**src/rtl/pc_redirect_ctrl_if.sv**
```systemverilog
// Fetch-PC / redirect bundle between the EX-stage branch logic (master)
// and the PC redirect controller (slave).
interface pc_redirect_ctrl_if #(
    parameter int PC_W  = 9,
    parameter int CNT_W = 16
);
    logic             imem_ready;
    logic             stall;
    logic             ex_valid;
    logic             ex_branch;
    logic             pc_sel;
    logic [31:0]      br_pc;
    logic [PC_W-1:0]  pc;
    logic             flush_ifid;
    logic             flush_idex;
    logic             misalign_err;
    logic [CNT_W-1:0] branch_cnt;
    logic [CNT_W-1:0] redirect_cnt;

    modport master (
        output imem_ready, stall, ex_valid, ex_branch, pc_sel, br_pc,
        input  pc, flush_ifid, flush_idex, misalign_err, branch_cnt, redirect_cnt
    );

    modport slave (
        input  imem_ready, stall, ex_valid, ex_branch, pc_sel, br_pc,
        output pc, flush_ifid, flush_idex, misalign_err, branch_cnt, redirect_cnt
    );
endinterface

```
**src/rtl/pc_redirect_ctrl.sv**
```systemverilog
// Fetch PC register with EX-resolved redirect sequencing, pipeline flushes,
// misaligned-target halt and saturating branch/redirect statistics.
//
// state | meaning
// RUN   | normal fetch; sequential advance or immediate redirect
// HOLD  | redirect accepted, waiting for imem_ready to load pend_pc
// HALT  | misaligned redirect target seen; frozen until reset
module pc_redirect_ctrl #(
    parameter int              PC_W     = 9,
    parameter logic [PC_W-1:0] RESET_PC = '0,
    parameter int              CNT_W    = 16
) (
    input  logic              clk,
    input  logic              reset,
    pc_redirect_ctrl_if.slave bus
);

    typedef enum logic [1:0] {RUN, HOLD, HALT} state_t;

    state_t           state_q, state_d;
    logic [PC_W-1:0]  pc_q, pc_d;
    logic [PC_W-1:0]  pend_pc_q, pend_pc_d;
    logic             misalign_q, misalign_d;
    logic [CNT_W-1:0] branch_cnt_q, branch_cnt_d;
    logic [CNT_W-1:0] redirect_cnt_q, redirect_cnt_d;
    logic             flush_ifid, flush_idex;

    logic             redir_req;
    logic             misaligned;
    logic [PC_W-1:0]  target;
    logic             unused_br_pc_hi;

    assign redir_req       = bus.ex_valid && bus.pc_sel;
    assign misaligned      = (bus.br_pc[1:0] != 2'b00);
    assign target          = bus.br_pc[PC_W-1:0];
    // Targets beyond the fetch address space are simply truncated.
    assign unused_br_pc_hi = ^bus.br_pc[31:PC_W];

    // Next-state, next-PC, counters and combinational flushes.
    always_comb begin
        state_d        = state_q;
        pc_d           = pc_q;
        pend_pc_d      = pend_pc_q;
        misalign_d     = misalign_q;
        branch_cnt_d   = branch_cnt_q;
        redirect_cnt_d = redirect_cnt_q;
        flush_ifid     = 1'b0;
        flush_idex     = 1'b0;

        case (state_q)
            RUN: begin
                if (bus.ex_valid && bus.ex_branch && (branch_cnt_q != '1))
                    branch_cnt_d = branch_cnt_q + CNT_W'(1);
                if (redir_req) begin
                    flush_ifid = 1'b1;
                    flush_idex = 1'b1;
                    if (misaligned) begin
                        misalign_d = 1'b1;
                        state_d    = HALT;
                    end else if (bus.imem_ready) begin
                        // Redirect wins over a load-use stall.
                        pc_d = target;
                        if (redirect_cnt_q != '1)
                            redirect_cnt_d = redirect_cnt_q + CNT_W'(1);
                    end else begin
                        pend_pc_d = target;
                        state_d   = HOLD;
                    end
                end else if (bus.imem_ready && !bus.stall) begin
                    pc_d = pc_q + PC_W'(4);
                end
            end
            HOLD: begin
                // ID/EX was already cleared in the accepting cycle; keep
                // squashing whatever IF presents until the target loads.
                flush_ifid = 1'b1;
                if (bus.imem_ready) begin
                    pc_d    = pend_pc_q;
                    state_d = RUN;
                    if (redirect_cnt_q != '1)
                        redirect_cnt_d = redirect_cnt_q + CNT_W'(1);
                end
            end
            HALT: begin
                flush_ifid = 1'b1;
                flush_idex = 1'b1;
            end
            default: state_d = RUN;
        endcase
    end

    // State and datapath registers, asynchronously reset.
    always_ff @(posedge clk or posedge reset) begin
        if (reset) begin
            state_q        <= RUN;
            pc_q           <= RESET_PC;
            pend_pc_q      <= '0;
            misalign_q     <= 1'b0;
            branch_cnt_q   <= '0;
            redirect_cnt_q <= '0;
        end else begin
            state_q        <= state_d;
            pc_q           <= pc_d;
            pend_pc_q      <= pend_pc_d;
            misalign_q     <= misalign_d;
            branch_cnt_q   <= branch_cnt_d;
            redirect_cnt_q <= redirect_cnt_d;
        end
    end

    assign bus.pc           = pc_q;
    assign bus.misalign_err = misalign_q;
    assign bus.branch_cnt   = branch_cnt_q;
    assign bus.redirect_cnt = redirect_cnt_q;
    // Flushes are suppressed while reset is held.
    assign bus.flush_ifid   = flush_ifid && !reset;
    assign bus.flush_idex   = flush_idex && !reset;

endmodule

```
**src/flat_wrapper.sv**
```systemverilog
// flat-port wrapper written by rule: the top's interface ports become plain ports
module pc_redirect_ctrl_flat 
#(
    parameter int              PC_W     = 9,
    parameter logic [PC_W-1:0] RESET_PC = '0,
    parameter int              CNT_W    = 16
)
  (clk, reset, bus_imem_ready, bus_stall, bus_ex_valid, bus_ex_branch, bus_pc_sel, bus_br_pc, bus_pc, bus_flush_ifid, bus_flush_idex, bus_misalign_err, bus_branch_cnt, bus_redirect_cnt);
  pc_redirect_ctrl_if #(.PC_W(PC_W), .CNT_W(CNT_W)) bus_i ();
  input  logic clk;
  input  logic reset;
  input wire logic [$bits(bus_i.imem_ready)-1:0] bus_imem_ready;
  input wire logic [$bits(bus_i.stall)-1:0] bus_stall;
  input wire logic [$bits(bus_i.ex_valid)-1:0] bus_ex_valid;
  input wire logic [$bits(bus_i.ex_branch)-1:0] bus_ex_branch;
  input wire logic [$bits(bus_i.pc_sel)-1:0] bus_pc_sel;
  input wire logic [$bits(bus_i.br_pc)-1:0] bus_br_pc;
  output wire logic [$bits(bus_i.pc)-1:0] bus_pc;
  output wire logic [$bits(bus_i.flush_ifid)-1:0] bus_flush_ifid;
  output wire logic [$bits(bus_i.flush_idex)-1:0] bus_flush_idex;
  output wire logic [$bits(bus_i.misalign_err)-1:0] bus_misalign_err;
  output wire logic [$bits(bus_i.branch_cnt)-1:0] bus_branch_cnt;
  output wire logic [$bits(bus_i.redirect_cnt)-1:0] bus_redirect_cnt;
  assign bus_i.imem_ready = bus_imem_ready;
  assign bus_i.stall = bus_stall;
  assign bus_i.ex_valid = bus_ex_valid;
  assign bus_i.ex_branch = bus_ex_branch;
  assign bus_i.pc_sel = bus_pc_sel;
  assign bus_i.br_pc = bus_br_pc;
  assign bus_pc = bus_i.pc;
  assign bus_flush_ifid = bus_i.flush_ifid;
  assign bus_flush_idex = bus_i.flush_idex;
  assign bus_misalign_err = bus_i.misalign_err;
  assign bus_branch_cnt = bus_i.branch_cnt;
  assign bus_redirect_cnt = bus_i.redirect_cnt;
  pc_redirect_ctrl #(.PC_W(PC_W), .RESET_PC(RESET_PC), .CNT_W(CNT_W)) u_core (.clk(clk), .reset(reset), .bus(bus_i));
endmodule
```
**config.mk**
```make
export PLATFORM = sky130hd
export DESIGN_NAME = pc_redirect_ctrl_flat
export DESIGN_NICKNAME = d
export VERILOG_FILES = /design/src/rtl/pc_redirect_ctrl_if.sv /design/src/rtl/pc_redirect_ctrl.sv /design/src/flat_wrapper.sv
export SDC_FILE = /design/constraint.sdc
export NUM_CORES = 1
export LEC_CHECK = 0
export ABC_AREA = 1
export CAP_MARGIN = 20
export CORE_MARGIN = 3
export CORE_UTILIZATION = 50
export DETAILED_ROUTE_END_ITERATION = 16
export GPL_TIMING_DRIVEN = 0
export PLACE_DENSITY = 0.81
export SYNTH_ARGS = -nofsm -noshare
export SYNTH_HDL_FRONTEND = slang
export SYNTH_SLANG_ARGS = --single-unit
```
**constraint.sdc**
```tcl
create_clock -name clk -period 2.2 [get_ports clk]
set_clock_uncertainty 0.15 [all_clocks]
set_input_delay 0.22 -clock clk [delete_from_list [all_inputs] [get_ports clk]]
set_output_delay 0.22 -clock clk [all_outputs]
set_load 0.005 [all_outputs]
```
==> flow_metrics.env <==
export IMPL_grt_pass1_wl_mm=12.9
export IMPL_syn_nets=523
export IMPL_yosys_warnings=0
export IMPL_setup_viol=0
export IMPL_power_density_mw_per_mm2=860
export IMPL_drive_gt1_frac=0.0641
export IMPL_final_area_mm2=0.00413
export IMPL_cp_max_fo=5
export IMPL_drt_initial_drc_count=198
export IMPL_ant_nets=0
export IMPL_cts_made_buffers=5
export IMPL_synth_common_cells="nand2_1 (202), dfrtp_1 (53), nor2_1 (53), inv_1 (51), o21ai_0 (24)"
export IMPL_r2r_end="u_core.bus.pc[0]"
export IMPL_yosysMostFrequentCell="nand2_1"
export IMPL_vias=3098
export IMPL_p_leak_nw=1.99
export IMPL_rows=28
export IMPL_crit_chain="inv_2, ha_4, nand3_4, a21oi_2, clkdlybuf4s50_1"
export IMPL_cts_tree="built"
export IMPL_fin_cells=621
export IMPL_setup_tns_ps=0
export IMPL_cts_sinks=53
export IMPL_startpoint="u_core.state_q[0]"
export IMPL_clock_fmax_ghz=0.476
export IMPL_cts_max_level=2
export IMPL_p_total_mw=3.55
export IMPL_outcome="completed"
export IMPL_place_congestion=0.895
export IMPL_port_buffers=59
export IMPL_nNetsFinal=593
export IMPL_cp_end_kind="output port"
export IMPL_antenna_found_initial=0
export IMPL_fin_crit_sh=0.955
export IMPL_ctsLongestPathBuffers=2
export IMPL_rsz0062_at_grt="false"
export IMPL_syn_avg_cell_area_um2=6.86
export IMPL_worstPathArrival_ps=1730
export IMPL_fillCellCount=531
export IMPL_synthCells=475
export IMPL_grt_max_degree=28
export IMPL_syn_to_final_growth_pct=26.9
export IMPL_start_util=0.534
export IMPL_grt_pass1_vias=2996
export IMPL_die_h_um=86.7
export IMPL_synth_top_area_frac=0.407
export IMPL_vias_per_cell=4.99
export IMPL_fin_crit_ps=2100
export IMPL_n_antenna_cell=0
export IMPL_tightest_slew_ps=610
export IMPL_ff2ff_setup_slack_ps=140
export IMPL_slowest_stage="clkdlybuf4s50_1"
export IMPL_synthArstFlopShare=1.00
export IMPL_routedWlPerCell_um=12.0
export IMPL_reg2reg_depth=9
export IMPL_ys_top_cells_by_area="dfrtp_1 (41%), nand2_1 (23%), nor2_1 (6.1%)"
export IMPL_dp_cells=610
export IMPL_slew_headroom=0.593
export IMPL_rr_startpoint="u_core.state_q[1]"
export IMPL_io_pins=83
export IMPL_ir_drop_mv=0.579
export IMPL_synth_edf_count=0
export IMPL_grt_ovfl_total=0
export IMPL_clk_pin_slew_worst_paths_ps=100
export IMPL_synth_seq_cells=53
export IMPL_synth_cell_type_count=28
export IMPL_hold_viol=0
export IMPL_grtUsageTotal=0.212
export IMPL_clk_latency_ps=310
export IMPL_syn_area_mm2=0.00326
export IMPL_dp_hpwl_mm=5.66
export IMPL_ys_flop_type="dfrtp_1"
export IMPL_die_w_um=86.7
export IMPL_synthDominantAreaCellType="dfrtp_1"
export IMPL_critPathLaunchType="flip-flop"
export IMPL_drv_slew=0
export IMPL_crit_type="flip-flop to output port"
export IMPL_wl_mm=7.45
export IMPL_drc=0
export IMPL_root_buffer="clkbuf_8"
export IMPL_cap_violations=0
export IMPL_crit_path_max_incr_delay_ps=510
export IMPL_endpoint="bus_flush_idex"
export IMPL_crit_required_ps=1830
export IMPL_dr_pass1_iters=4
export IMPL_ys_seq_area_frac=0.407
export IMPL_core_area_mm2=0.00610
export IMPL_postPlaceCellArea_mm2=0.00396
export IMPL_die_area_mm2=0.00752
export IMPL_hp_class="input port to asynchronous set/reset pin"
==> critical path, delay by kind of cell (launching register included) <==
| kind | cells | cell delay [ps] |
|---|---|---|
| AO/OA/AOI/OAI | 1 | 130 |
| flip-flops | 1 | 400 |
| adder cells (fa/ha/maj) | 1 | 180 |
| buffers and inverters | 2 | 610 |
| AND/OR/NAND/NOR | 1 | 110 |
==> worst min path at each step <==
stage / startpoint / endpoint / slack, ps
global route: reset / u_core.bus.redirect_cnt[5] / 280
detailed placement: u_core.bus.misalign_err / u_core.bus.misalign_err / 300
finish: reset / u_core.pend_pc_q[6] / 250
CTS: reset / u_core.pend_pc_q[6] / 250
global placement: u_core.bus.misalign_err / u_core.bus.misalign_err / 300
floorplan: bus_br_pc[2] / u_core.pend_pc_q[2] / 180
==> layout make-up <==
type / instances / area (um2) / area share
clock inverters: 1 / 30.0 / 0.00727
clock buffers: 7 / 86.3 / 0.0209
inverters: 53 / 201 / 0.0487
repair buffers: 63 / 632 / 0.153
multi-input cells: 362 / 1710 / 0.414
plain buffers: 7 / 52.6 / 0.0127
well taps: 75 / 93.8 / 0.0227
flip-flops and latches: 53 / 1330 / 0.321
==> layer usage <==
| layer | vias up | share of wire | GRT usage |
|---|---|---|---|
| li1 | 1598 | - | - |
| met1 | 1394 | 0.44 | 0.262 |
| met3 | 17 | 0.052 | 0.0380 |
| met2 | 89 | 0.49 | 0.371 |
| met4 | 0 | 0.019 | 0.0708 |
| met5 | - | 0 | 0 |
==> registers in the layout (all words and copies together), names as in the netlist <==
register and count:
u_core.state_q 2, u_core.pend_pc_q 9, u_core.bus.redirect_cnt 16, u_core.bus.branch_cnt 16, u_core.bus.pc 9, u_core.bus.misalign_err 1
==> power by group <==
| group | switching [mW] | total [mW] | internal, mW |
|---|---|---|---|
| clock | 0.331 | 0.703 | 0.372 |
| sequential | 0.237 | 1.44 | 1.20 |
| combinational | 0.741 | 1.41 | 0.670 |
==> timing repair <==
action | 4_1_cts | 5_1_grt
hold buffers | 0 | 0
buffers inserted | 1 | 2
setup endpoints to repair | 2 | 1
resized for setup | 7 | 2
==> cell families (layout without fill, tap and decap cells) <==
kind of cell	after synthesis	count (layout)	share of synthesized area
XOR/XNOR	19	19	0.0511
flip-flops	53	53	0.407
AO/OA/AOI/OAI	37	37	0.0607
AND/OR/NAND/NOR	297	297	0.368
buffers and inverters	60	131	0.0780
adder cells (fa/ha/maj)	9	9	0.0346
==> metrics by stage <==
stage          hold slack [ps]   util  setup slack, ps
2_1_floorplan              180      -              499
3_3_place_gp               301  0.647             -502
3_5_place_dp               304  0.650             10.7
4_1_cts                    246  0.674             11.3
5_1_grt                    284  0.678             2.68
6_report                   247  0.678             99.1
==> cell usage in the layout, fill, tap and decap left out, types with 2 or more instances in the layout <==
master,n
xnor2_1,15
clkbuf_1,4
clkdlybuf4s50_1,58
buf_4,4
nand3_1,22
ha_1,8
nor2_1,53
o21bai_1,2
nor2_2,3
xor2_1,4
dfrtp_1,53
inv_2,4
buf_6,3
a31oi_1,2
clkbuf_8,6
nand2_1,202
o21ai_0,24
a21oi_1,3
o21ai_1,3
inv_1,48
nand4_1,6
nand2_2,5
No activity file was read; power rests on OpenSTA's default activity.
